**src/rtl/prod_pkg.sv**
```systemverilog
// Shared definitions for the burst producer: FSM encoding and LFSR feedback taps.
package prod_pkg;

  typedef enum logic [1:0] {
    IDLE = 2'd0,
    SEND = 2'd1,
    GAP  = 2'd2,
    DONE = 2'd3
  } state_t;

  // Feedback taps d7, d5, d4, d3
  localparam logic [7:0] LFSR_TAPS = 8'hB8;

  function automatic logic [7:0] lfsr_step(input logic [7:0] d);
    return {d[6:0], ^(d & LFSR_TAPS)};
  endfunction

  // An all-zero LFSR would lock up, so a zero seed is promoted to 1.
  function automatic logic [7:0] fix_seed(input logic [7:0] s);
    return (s == 8'h00) ? 8'h01 : s;
  endfunction

endpackage

```
**src/rtl/lfsr8.sv**
```systemverilog
// 8-bit Fibonacci LFSR with synchronous load and advance-on-transfer.
module lfsr8
  import prod_pkg::*;
#(
  parameter logic [7:0] INIT = 8'h01
) (
  input  logic       clk,
  input  logic       rst_b,
  input  logic       load,
  input  logic [7:0] seed,
  input  logic       adv,
  output logic [7:0] q
);

  always_ff @(posedge clk or negedge rst_b) begin
    if (!rst_b) begin
      q <= INIT;
    end else if (load) begin
      q <= seed;
    end else if (adv) begin
      q <= lfsr_step(q);
    end
  end

endmodule

```
**src/rtl/hs_prod.sv**
```systemverilog
// Valid/ready burst producer: NUM_BURSTS bursts of BURST_LEN LFSR words separated
// by GAP_LEN idle cycles, with a running mod-256 checksum of accepted words.
module hs_prod
  import prod_pkg::*;
#(
  parameter int         BURST_LEN  = 16,
  parameter int         GAP_LEN    = 2,
  parameter int         NUM_BURSTS = 4,
  parameter logic [7:0] SEED       = 8'hA5
) (
  input  logic       clk,
  input  logic       rst_b,
  input  logic       start,
  input  logic       rdy,
  output logic       val,
  output logic [7:0] data,
  output logic [7:0] csum,
  output logic       done
);

  localparam logic [7:0] SEED_EFF   = fix_seed(SEED);
  localparam logic [7:0] LAST_WORD  = 8'(BURST_LEN - 1);
  localparam logic [7:0] LAST_BURST = 8'(NUM_BURSTS - 1);
  localparam logic [7:0] LAST_GAP   = 8'(GAP_LEN - 1);

  state_t     state_reg, state_next;
  logic [7:0] word_cnt_reg, burst_cnt_reg, gap_cnt_reg, csum_reg;
  logic [7:0] lfsr_q;
  logic       xfer, burst_end, run_end, begin_run;

  assign xfer      = (state_reg == SEND) && rdy;
  assign burst_end = xfer && (word_cnt_reg == LAST_WORD);
  assign run_end   = burst_end && (burst_cnt_reg == LAST_BURST);
  assign begin_run = start && ((state_reg == IDLE) || (state_reg == DONE));

  lfsr8 #(.INIT(SEED_EFF)) u_lfsr (
    .clk   (clk),
    .rst_b (rst_b),
    .load  (begin_run),
    .seed  (SEED_EFF),
    .adv   (xfer),
    .q     (lfsr_q)
  );

  always_ff @(posedge clk or negedge rst_b) begin
    if (!rst_b) begin
      state_reg <= IDLE;
    end else begin
      state_reg <= state_next;
    end
  end

  always_comb begin
    state_next = state_reg;
    unique case (state_reg)
      IDLE, DONE: if (start) state_next = SEND;
      SEND: begin
        if (run_end) begin
          state_next = DONE;
        end else if (burst_end && (GAP_LEN != 0)) begin
          state_next = GAP;
        end
      end
      GAP: if (gap_cnt_reg == LAST_GAP) state_next = SEND;
    endcase
  end

  always_comb begin
    val  = 1'b0;
    data = 8'h00;
    done = 1'b0;
    unique case (state_reg)
      SEND: begin
        val  = 1'b1;
        data = lfsr_q;
      end
      DONE:    done = 1'b1;
      default: ;
    endcase
  end

  // Counters and checksum; the gap counter only runs while idling between bursts.
  always_ff @(posedge clk or negedge rst_b) begin
    if (!rst_b) begin
      word_cnt_reg  <= 8'h00;
      burst_cnt_reg <= 8'h00;
      gap_cnt_reg   <= 8'h00;
      csum_reg      <= 8'h00;
    end else if (begin_run) begin
      word_cnt_reg  <= 8'h00;
      burst_cnt_reg <= 8'h00;
      gap_cnt_reg   <= 8'h00;
      csum_reg      <= 8'h00;
    end else begin
      if (xfer) begin
        csum_reg <= csum_reg + lfsr_q;
        if (burst_end) begin
          word_cnt_reg  <= 8'h00;
          burst_cnt_reg <= burst_cnt_reg + 8'd1;
        end else begin
          word_cnt_reg <= word_cnt_reg + 8'd1;
        end
      end
      gap_cnt_reg <= (state_reg == GAP) ? gap_cnt_reg + 8'd1 : 8'h00;
    end
  end

  assign csum = csum_reg;

endmodule

```
**config.mk**
```make
export PLATFORM = sky130hd
export DESIGN_NAME = hs_prod
export DESIGN_NICKNAME = d
export VERILOG_FILES = /design/src/rtl/prod_pkg.sv /design/src/rtl/lfsr8.sv /design/src/rtl/hs_prod.sv
export SDC_FILE = /design/constraint.sdc
export NUM_CORES = 1
export LEC_CHECK = 0
export BUFFER_PORTS_ARGS = -buffer_cell sky130_fd_sc_hd__buf_2
export CAP_MARGIN = 0
export CORE_UTILIZATION = 35
export DETAILED_ROUTE_END_ITERATION = 6
export GPL_TIMING_DRIVEN = 0
export SKIP_CTS_REPAIR_TIMING = 1
export SKIP_LAST_GASP = 1
export SLEW_MARGIN = 30
export SYNTH_ARGS = -nofsm -noshare
export SYNTH_HDL_FRONTEND = slang
export SYNTH_SLANG_ARGS = --single-unit
```
**constraint.sdc**
```tcl
create_clock -name clk -period 2 [get_ports clk]
set_clock_uncertainty 0.2 [all_clocks]
set_input_delay 0.5 -clock clk [delete_from_list [all_inputs] [get_ports clk]]
set_output_delay 0.5 -clock clk [all_outputs]
set_load 0.1 [all_outputs]
```
* Word level (Yosys, flattened, before mapping)
Index checks and enable logic that the tools add are counted.
Storage, ports and cells: bits in registers 42, latch bits 0, bits in writable memories 0, memory bits (read-only) 0, output and inout bits 18, word-level logic and storage cells 51, memories kept 0
Operators by class: add/sub/neg operators 4, multipliers 0, divide/modulo/power cells 0, magnitude comparators 0, eq/ne operators 9, shift operators 0, mux-type cells 20, bitwise operators 0, reduce and logical (&&, ||, !) cells 12
Operator list (count):
- 8-bit two-way mux | 13
- 8-bit by 1-bit adder with 8-bit output (second input constant) | 3
- 8-bit adder | 1
- 8-bit by 1-bit == test with 1-bit output (second input constant) | 1
- 8-bit by 2-bit == test with 1-bit output (second input constant) | 1
- 8-bit by 4-bit == test with 1-bit output (second input constant) | 1
- 2-bit two-way mux | 4
- 8-bit parity | 1
- 2-bit case mux with 3 select lines | 1
- 2-bit == test (second input constant) | 2
- 1-bit logical AND | 4
- 2-bit != test (second input constant) | 2
- 2-bit nonzero test | 2
- 3-bit != test (second input constant) | 1
- 3-bit AND reduction | 1
- 2-bit by 1-bit == test with 1-bit output (second input constant) | 1
- 2-bit zero test | 1
- 1-bit two-way mux | 2
- 2-bit AND reduction | 1
- 2-bit OR reduction | 1
- 1-bit logical OR | 1

* Longest topological paths before layout
Gate-level depths: netlist (run 1).
depth after elaboration 6, mapped depth 8, mapped depth without buffers 7

* Modules after synthesis
Synthesis (run 1) repeated with hierarchy kept, for this count alone.
Second synthesis, totals: cell total of the unflattened synthesis 255, area, all modules 2413.6 um^2
By module, submodules not included:
- hs_prod | instances 1, cells each 217, area an instance 2008.2 um^2
- lfsr8 | instances 1, cells each 38, area an instance 405.4 um^2

* Least setup slack after synthesis (run 1)
Ideal clock, no wire load.
path kind flip-flop to output port, start reg state_reg[1], end out data[0], arrival time 2.341 ns, data required time 1.300 ns, setup slack -1.041 ns, stages on the path, launching flop included 5, buffers on the path 1, cell sequence dfrtp_1 > inv_1 > ha_1 > clkbuf_1 > and2_1
Between the ends: longest elaborated chain between the ends 2
Ends and longest elaborated chain:
- start: declaration | line hs_prod.sv:26 | state_t state_reg, state_next;
- start signal: assignment | line hs_prod.sv:49 | state_reg <= state_next;
- 2-bit by 1-bit == test with 1-bit output | line hs_prod.sv:72 | unique case (state_reg)
- 8-bit two-way mux | line hs_prod.sv:72
- end: declaration | line hs_prod.sv:16 | output logic [7:0] data,
Every way passes these cells.

* Worst setup path after layout (run 1)
start reg state_reg[1], end out data[3]
The elaborated chain is that of the path after synthesis.

==> results of run 1 <==
-- through the flow --
| step | area, um^2 | TNS (ps) |
|---|---|---|
| floorplan | 2510 | -710 |
| global placement | 2710 | -4030 |
| detailed placement | 2710 | -5150 |
| CTS | 2800 | -8270 |
| global route | 3030 | -2230 |
| finish | 3030 | -1010 |
-- metal layers --
metal | vias to the layer above | part of all wire [%] | routed length [um]
li1 | 930 | - | -
met3 | 4 | 2.0 | 104
met4 | 0 | 0.81 | 42
met2 | 23 | 48 | 2470
met1 | 894 | 50 | 2570
met5 | - | 0 | 0
-- kinds of logic (layout without fill, tap and decap cells) --
family,after synthesis,after routing
simple gates,118,118
flops,42,42
compound gates,37,37
xor+xnor,22,22
fa+ha+maj,15,15
buf+inv,13,47
mux,4,4
-- worst paths after layout --
check	startpoint	end	slack, ps	cells after the start
max	state_reg[1]	data[3]	-110	5
min	rst_b	burst_cnt_reg[7]	-7	1
max reg2reg	csum[0]	csum[4]	-30	7
min reg2reg	gap_cnt_reg[0]	gap_cnt_reg[0]	300	1
max in group asynchronous	rst_b	csum[5]	1190	1
min in group clk	gap_cnt_reg[0]	gap_cnt_reg[0]	300	1
-- critical path, cell delays in order (launching register included) --
cell and delay (ps):
dfrtp_1 430, inv_2 80, ha_4 160, buf_8 130
and2_4 150, buf_12 160
-- synthesized netlist by cell type, drive strengths merged (4+ instances only) --
cell / instances / area (um^2)
dfrtp: 38 / 951
nand2: 36 / 135
xor2: 12 / 105
and3: 6 / 38.8
xnor2: 10 / 87.6
o21ai: 6 / 30.0
and2: 11 / 68.8
a21o: 4 / 30.0
nand3: 15 / 75.1
nand4: 7 / 43.8
nor2: 30 / 113
inv: 4 / 15.0
ha: 14 / 175
nor3: 5 / 25.0
dfstp: 4 / 105
a21oi: 15 / 75.1
clkbuf: 7 / 26.3
-- area by class of cell --
cell class,instances,share of cell area (%)
Buffer,8,1.82
Timing Repair Buffer,27,9.09
Inverter,4,0.496
Multi-Input combinational cell,196,46.7
Clock buffer,6,2.40
Tap cell,77,3.18
Sequential cell,42,35.9
Clock inverter,2,0.455
-- placed cells by master, fill, tap and decap left out, types with 4 or more instances in the layout --
master	synthesis	routed
a21o_1	4	4
nor2_1	30	30
ha_4	0	7
dfrtp_1	38	26
and3_1	5	5
dfstp_2	4	4
nand3_1	15	15
clkbuf_2	0	4
xor2_1	12	12
nand2_1	36	35
dfrtp_2	0	6
nand4_1	7	7
clkbuf_8	0	5
nor3_1	5	4
dfrtp_4	0	6
and2_4	0	8
xnor2_1	10	10
buf_4	1	7
buf_2	0	12
ha_1	14	7
buf_12	0	8
a21oi_1	15	12
==> flow_summary_export.csv, run 1 <==
group,metric,value,unit
synthesis,synth_compound_area_share,10.2,%
global_route,antenna_found_initial,0,
synthesis,synthCells,251,
critical_path,worstPathMaxFanout,10,
layout,stdcell_count,362,
route,drc,3,
place,routabilityCongestion,0.777,
sta,rsz0062_at_grt,"true",
route,routed_wl,5.19,mm
global_route,grt_pass1_vias,1791,
layout,layout-drive-gt1-share,31.6,%
global_route,gr-total-overflow,0,
layout,seqCellArea,1090,um^2
critical_path,cp_data_arrival_time,1410,ps
worst_hold_path,hold_path.class,"in -> async",
floorplan,die_area,7050,um^2
sta,worst_hold_slack,-6.83,ps
floorplan,ios,22,
outcome,violations,"DRC, hold timing, setup timing",
global_route,met2_usage,25.1,%
synthesis,synth_mux_area_share,1.76,%
sta,tightest_slew,553,ps
layout,nNetsFinal,303,
global_route,grt_pass1_wl,8.77,mm
layout,multi_input_area,1410,um^2
synthesis,avgSynthCellArea,9.36,um^2
clock_tree,htreeDepth,2,
route,first_iter_violations,64,
sta,max_slew_margin,63.1,%
place,post-place-ws,-262,ps
route,vias,1851,
synthesis,synthXorXnorAreaFrac,8.20,%
clock_tree,numCtsBuffers,5,
synthesis,synth_seq_cells,42,
sta,max_freq,474,MHz
clock_tree,cts_tree,"done",
clock_tree,cts-root-buf,"clkbuf_8",
synthesis,synth_adder_area_share,8.31,%
synthesis,seq_area_frac_synth,44.9,%
sta,period_needed,2110,ps
layout,antenna_cells,0,
synthesis,yosys.area_share.simple,24.3,%
floorplan,std_cell_rows,29,
critical_path,criticalPathCategory,"reg -> out",
sta,hold_violations,19,
synthesis,synthFlopType,"dfrtp_1",
global_route,grt_max_degree,43,
floorplan,dieWidth,83.9,um
floorplan,die_h,83.9,um
route,vias_per_cell,5.11,
global_route,grtUsageMet1,21.5,%
sta,drv_slew,0,
place,port_buffers,21,
layout,fill_cells,611,
clock_tree,clk_pin_slew,90,ps
layout,syn_to_final_growth,28.9,%
floorplan,core_area,6420,um^2
layout,fin_util,47.1,%
route,routedWlPerCell,14.3,um
clock_tree,clock_path_buffers,2,
run,maxCapViolCount,0,
synthesis,synth_edf_count,0,
synthesis,synth_top_family_by_area,"simple AND/OR/NAND/NOR gates",
critical_path,endpoint_kind,"output port",
synthesis,syn_area,2350,um^2
place,dp_hpwl,3.61,mm
sta,setup_viol,12,
sta,setup_slack,-109,ps
global_route,met3_usage,2.67,%
place,dp.cells,349,
synthesis,yosys_warnings,0,
clock_tree,clkSinkCount,42,
synthesis,async_flop_share,100,%
outcome,outcome,"finished, violations left",
synthesis,synth_nets,270,
route,drtAntennaViolNets,0,
global_route,track_usage,15.5,%
route,drt-pass1-iter-count,6,
global_route,grt.busiest_layer,"met2",
critical_path,cp.required,1300,ps
clock_tree,clk_latency,290,ps
synthesis,synth_cell_types,41,
critical_path,start_kind,"flip-flop",
sta,period_share,105,%
floorplan,start_util,36.6,%
Power of run 1 is left out: the tool's default activity adds up to more than one toggle a clock period on the data nets, which glitch-free logic cannot reach.
==> run 2: changes to the inputs <==
--- a/config.mk
+++ b/config.mk
@@ -10,9 +10,9 @@
 export CORE_UTILIZATION = 35
 export DETAILED_ROUTE_END_ITERATION = 6
 export GPL_TIMING_DRIVEN = 0
+export SETUP_SLACK_MARGIN = 0.02
 export SKIP_CTS_REPAIR_TIMING = 1
 export SKIP_LAST_GASP = 1
-export SLEW_MARGIN = 30
 export SYNTH_ARGS = -nofsm -noshare
 export SYNTH_HDL_FRONTEND = slang
 export SYNTH_SLANG_ARGS = --single-unit
==> flow_summary_export.csv, run 2 (synthesized netlist as in run 1, its figures left out) <==
group,metric,value,unit
outcome,outcome,"finished, violations left",
outcome,violations,"DRC, setup timing",
route,drt-pass1-iter-count,7,
clock_tree,htreeDepth,2,
route,route.met3.wl,148,um
layout,stdcell_count,365,
floorplan,die_h,83.9,um
floorplan,ios,22,
sta,rsz0062_at_grt,"true",
critical_path,cp_data_arrival_time,1390,ps
sta,setup_viol,11,
sta,max_slew_margin,35.7,%
place,dp_hpwl,3.64,mm
route,highest_layer,"met4",
route,dr_wl_met2,2.52,mm
global_route,track_usage,16.0,%
route,vias_per_cell,5.11,
place,port_buffers,21,
clock_tree,cts_tree,"done",
place,dp.cells,349,
clock_tree,clock_path_buffers,2,
global_route,grt_max_degree,43,
sta,period_share,104,%
clock_tree,clk_latency,300,ps
sta,hold_violations,0,
floorplan,die_area,7050,um^2
layout,stdcell_area,3070,um^2
global_route,grt_pass1_wl,8.84,mm
route,vias,1865,
floorplan,std_cell_rows,29,
floorplan,start_util,36.6,%
global_route,antenna_found_initial,0,
layout,fill_cells,615,
place,routabilityCongestion,0.816,
place,place_area,2720,um^2
route,routed_wl,5.26,mm
global_route,grt_pass1_vias,1768,
layout,nNetsFinal,306,
place,post-place-ws,-277,ps
critical_path,start_kind,"flip-flop",
critical_path,cp.required,1300,ps
worst_hold_path,hold_path.class,"in -> async",
layout,antenna_cells,0,
clock_tree,clk_pin_slew,80,ps
clock_tree,cts-root-buf,"clkbuf_8",
clock_tree,clkSinkCount,42,
route,drc,5,
route,first_iter_violations,95,
sta,setup_slack,-88.3,ps
critical_path,criticalPathCategory,"reg -> out",
route,drtAntennaViolNets,0,
sta,period_needed,2090,ps
critical_path,endpoint_kind,"output port",
critical_path,worstPathMaxFanout,9,
floorplan,core_area,6420,um^2
layout,syn_to_final_growth,30.7,%
layout,layout-drive-gt1-share,32.3,%
sta,tightest_slew,965,ps
floorplan,dieWidth,83.9,um
route,routedWlPerCell,14.4,um
run,maxCapViolCount,0,
layout,final_common_cell,"nand2_1",
sta,setup_tns,-742,ps
layout,final_cell_mix,"35 x nand2_1, 29 x nor2_1, 27 x dfrtp_1",
clock_tree,numCtsBuffers,5,
sta,max_freq,479,MHz
global_route,gr-total-overflow,0,
sta,drv_slew,0,
route,wl_met1,2.53,mm
run 2: layer usage:
layer,vias to the layer above,track usage (%)
met5,-,0
met4,0,4.23
met3,6,4.06
met2,21,24.4
met1,900,22.5
li1,938,-
run 2: worst max-delay path, stage by stage, from the launching register on:
cell	delay, ps
dfrtp_1	420
inv_2	70
ha_4	150
buf_8	130
and2_4	160
buf_12	160
run 2: area by class of cell:
class | instances | area, um^2 | area share [%]
clock buffer | 6 | 72.6 | 2.36
clock inverter | 2 | 13.8 | 0.448
tap | 77 | 96.3 | 3.14
sequential | 42 | 1080 | 35.3
timing repair buffer | 30 | 298 | 9.70
inverter | 4 | 15.0 | 0.489
buffer | 8 | 60.1 | 1.96
multi-input combinational | 196 | 1430 | 46.6
run 2: path summary, 6_finish.rpt:
| kind | from | end | slack [ps] | cells after the start |
|---|---|---|---|---|
| max | state_reg[1] | data[3] | -90 | 5 |
| min | rst_b | csum[2] | 150 | 1 |
| max reg2reg | csum[0] | csum[6] | -50 | 7 |
| min reg2reg | gap_cnt_reg[0] | gap_cnt_reg[0] | 310 | 1 |
| max in group asynchronous | rst_b | csum[5] | 740 | 1 |
| min in group clk | gap_cnt_reg[0] | gap_cnt_reg[0] | 310 | 1 |
run 2: per-stage QoR:
step,util (%),hold slack [ps]
after floorplan,-,4.41
after global placement,42.3,319
after detailed placement,42.3,336
after CTS,43.6,189
after global routing,47.8,224
final,47.8,151
Power of run 2 is left out for the same reason.
==> run 3: changes to the inputs <==
--- a/config.mk
+++ b/config.mk
@@ -7,9 +7,10 @@
 export LEC_CHECK = 0
 export BUFFER_PORTS_ARGS = -buffer_cell sky130_fd_sc_hd__buf_2
 export CAP_MARGIN = 0
-export CORE_UTILIZATION = 35
+export CORE_UTILIZATION = 50
 export DETAILED_ROUTE_END_ITERATION = 6
 export GPL_TIMING_DRIVEN = 0
+export PLACE_DENSITY = 0.72
 export SETUP_SLACK_MARGIN = 0.02
 export SKIP_CTS_REPAIR_TIMING = 1
 export SKIP_LAST_GASP = 1
==> flow_summary_export.csv, run 3 (synthesized netlist as in run 1, its figures left out) <==
group,metric,value,unit
route,first_iter_violations,109,
clock_tree,clkSinkCount,42,
floorplan,ios,22,
sta,rsz0062_at_grt,"true",
route,drt-pass1-iter-count,6,
floorplan,die_h,70.6,um
route,routedWlPerCell,15.1,um
layout,final_cell_mix,"35 x nand2_1, 30 x nor2_1, 27 x dfrtp_1",
sta,drv_slew,0,
route,drc,4,
sta,period_share,105,%
layout,fin_util,69.1,%
place,routabilityCongestion,0.826,
global_route,grt_pass1_wl,8.21,mm
critical_path,worstPathMaxFanout,9,
place,place_area,2690,um^2
critical_path,slowest_stage,"dfrtp_1",
run,maxCapViolCount,0,
sta,hold_violations,0,
sta,setup_viol,12,
sta,setup_slack,-90.6,ps
route,vias,1925,
critical_path,cp.required,1300,ps
clock_tree,cts-root-buf,"clkbuf_8",
sta,max_slew_margin,38.4,%
layout,stdcell_area,3070,um^2
clock_tree,clk_latency,300,ps
critical_path,cp_data_arrival_time,1390,ps
global_route,track_usage,21.2,%
critical_path,slowest_delay,410,ps
layout,nNetsFinal,308,
clock_tree,numCtsBuffers,5,
global_route,grt_pass1_vias,1757,
layout,syn_to_final_growth,30.7,%
clock_tree,clock_path_buffers,2,
critical_path,path_cells,"inv_2 > ha_4 > buf_8 > and2_4 > buf_12",
critical_path,start_kind,"flip-flop",
critical_path,criticalPathCategory,"reg -> out",
floorplan,die_area,4980,um^2
worst_hold_path,hold_path.class,"in -> async",
layout,fill_cells,342,
layout,antenna_cells,0,
route,drtAntennaViolNets,0,
place,port_buffers,21,
floorplan,dieWidth,70.6,um
critical_path,endpoint_kind,"output port",
route,vias_per_cell,5.63,
global_route,gr-total-overflow,0,
layout,layout-drive-gt1-share,32.8,%
route,routed_wl,5.16,mm
outcome,violations,"DRC, setup timing",
floorplan,core_area,4440,um^2
sta,tightest_slew,925,ps
global_route,antenna_found_initial,0,
global_route,grt_max_degree,43,
floorplan,std_cell_rows,24,
sta,max_freq,478,MHz
clock_tree,cts_tree,"done",
clock_tree,clk_pin_slew,80,ps
layout,final_common_cell,"nand2_1",
sta,period_needed,2090,ps
floorplan,start_util,52.9,%
outcome,outcome,"finished, violations left",
place,dp_hpwl,3.36,mm
clock_tree,htreeDepth,2,
==> run 3: stage by stage <==
stage          TNS [ps]  setup WS (ps)  instances  hold slack (ps)
2_1_floorplan      -805          -93.5        251             4.41
3_3_place_gp      -4840           -251        324              318
3_5_place_dp      -5010           -240        324              320
4_1_cts           -8250           -436        332              165
5_1_grt           -1380           -137        342              218
6_report           -761          -90.6        342              130
==> run 3: area by class of cell <==
type | instances | area [um^2] | share of cell area (%)
tap | 52 | 65.1 | 2.12
inverter | 4 | 15.0 | 0.489
timing repair buffer | 32 | 308 | 10.0
sequential | 42 | 1080 | 35.3
clock inverter | 2 | 37.5 | 1.22
buffer | 8 | 61.3 | 2.00
multi-input combinational | 196 | 1430 | 46.5
clock buffer | 6 | 72.6 | 2.36
==> run 3: layer usage <==
metal	track usage (%)	routed length [um]
met5	0	0
met4	9.11	67
met3	4.99	178
met2	31.9	2530
met1	29.7	2390
==> run 3: critical path: cells and delay by family, from the launching register on <==
| kind | cells | cell delay [ps] |
|---|---|---|
| adders and majority gates | 1 | 150 |
| buffers and inverters | 3 | 370 |
| DFF | 1 | 410 |
| and+or+nand+nor | 1 | 160 |
==> run 3: final timing paths <==
| path | from | endpoint | slack [ps] | cells after the start |
|---|---|---|---|---|
| setup / recovery | state_reg[1] | data[7] | -90 | 5 |
| max in group asynchronous | rst_b | csum[5] | 800 | 1 |
| setup reg to reg | csum[0] | csum[6] | 0 | 7 |
| hold reg to reg | csum[7] | csum[7] | 340 | 2 |
| hold / removal | rst_b | csum[1] | 130 | 1 |
| min in group clk | csum[7] | csum[7] | 340 | 2 |
Power of run 3 is left out for the same reason.
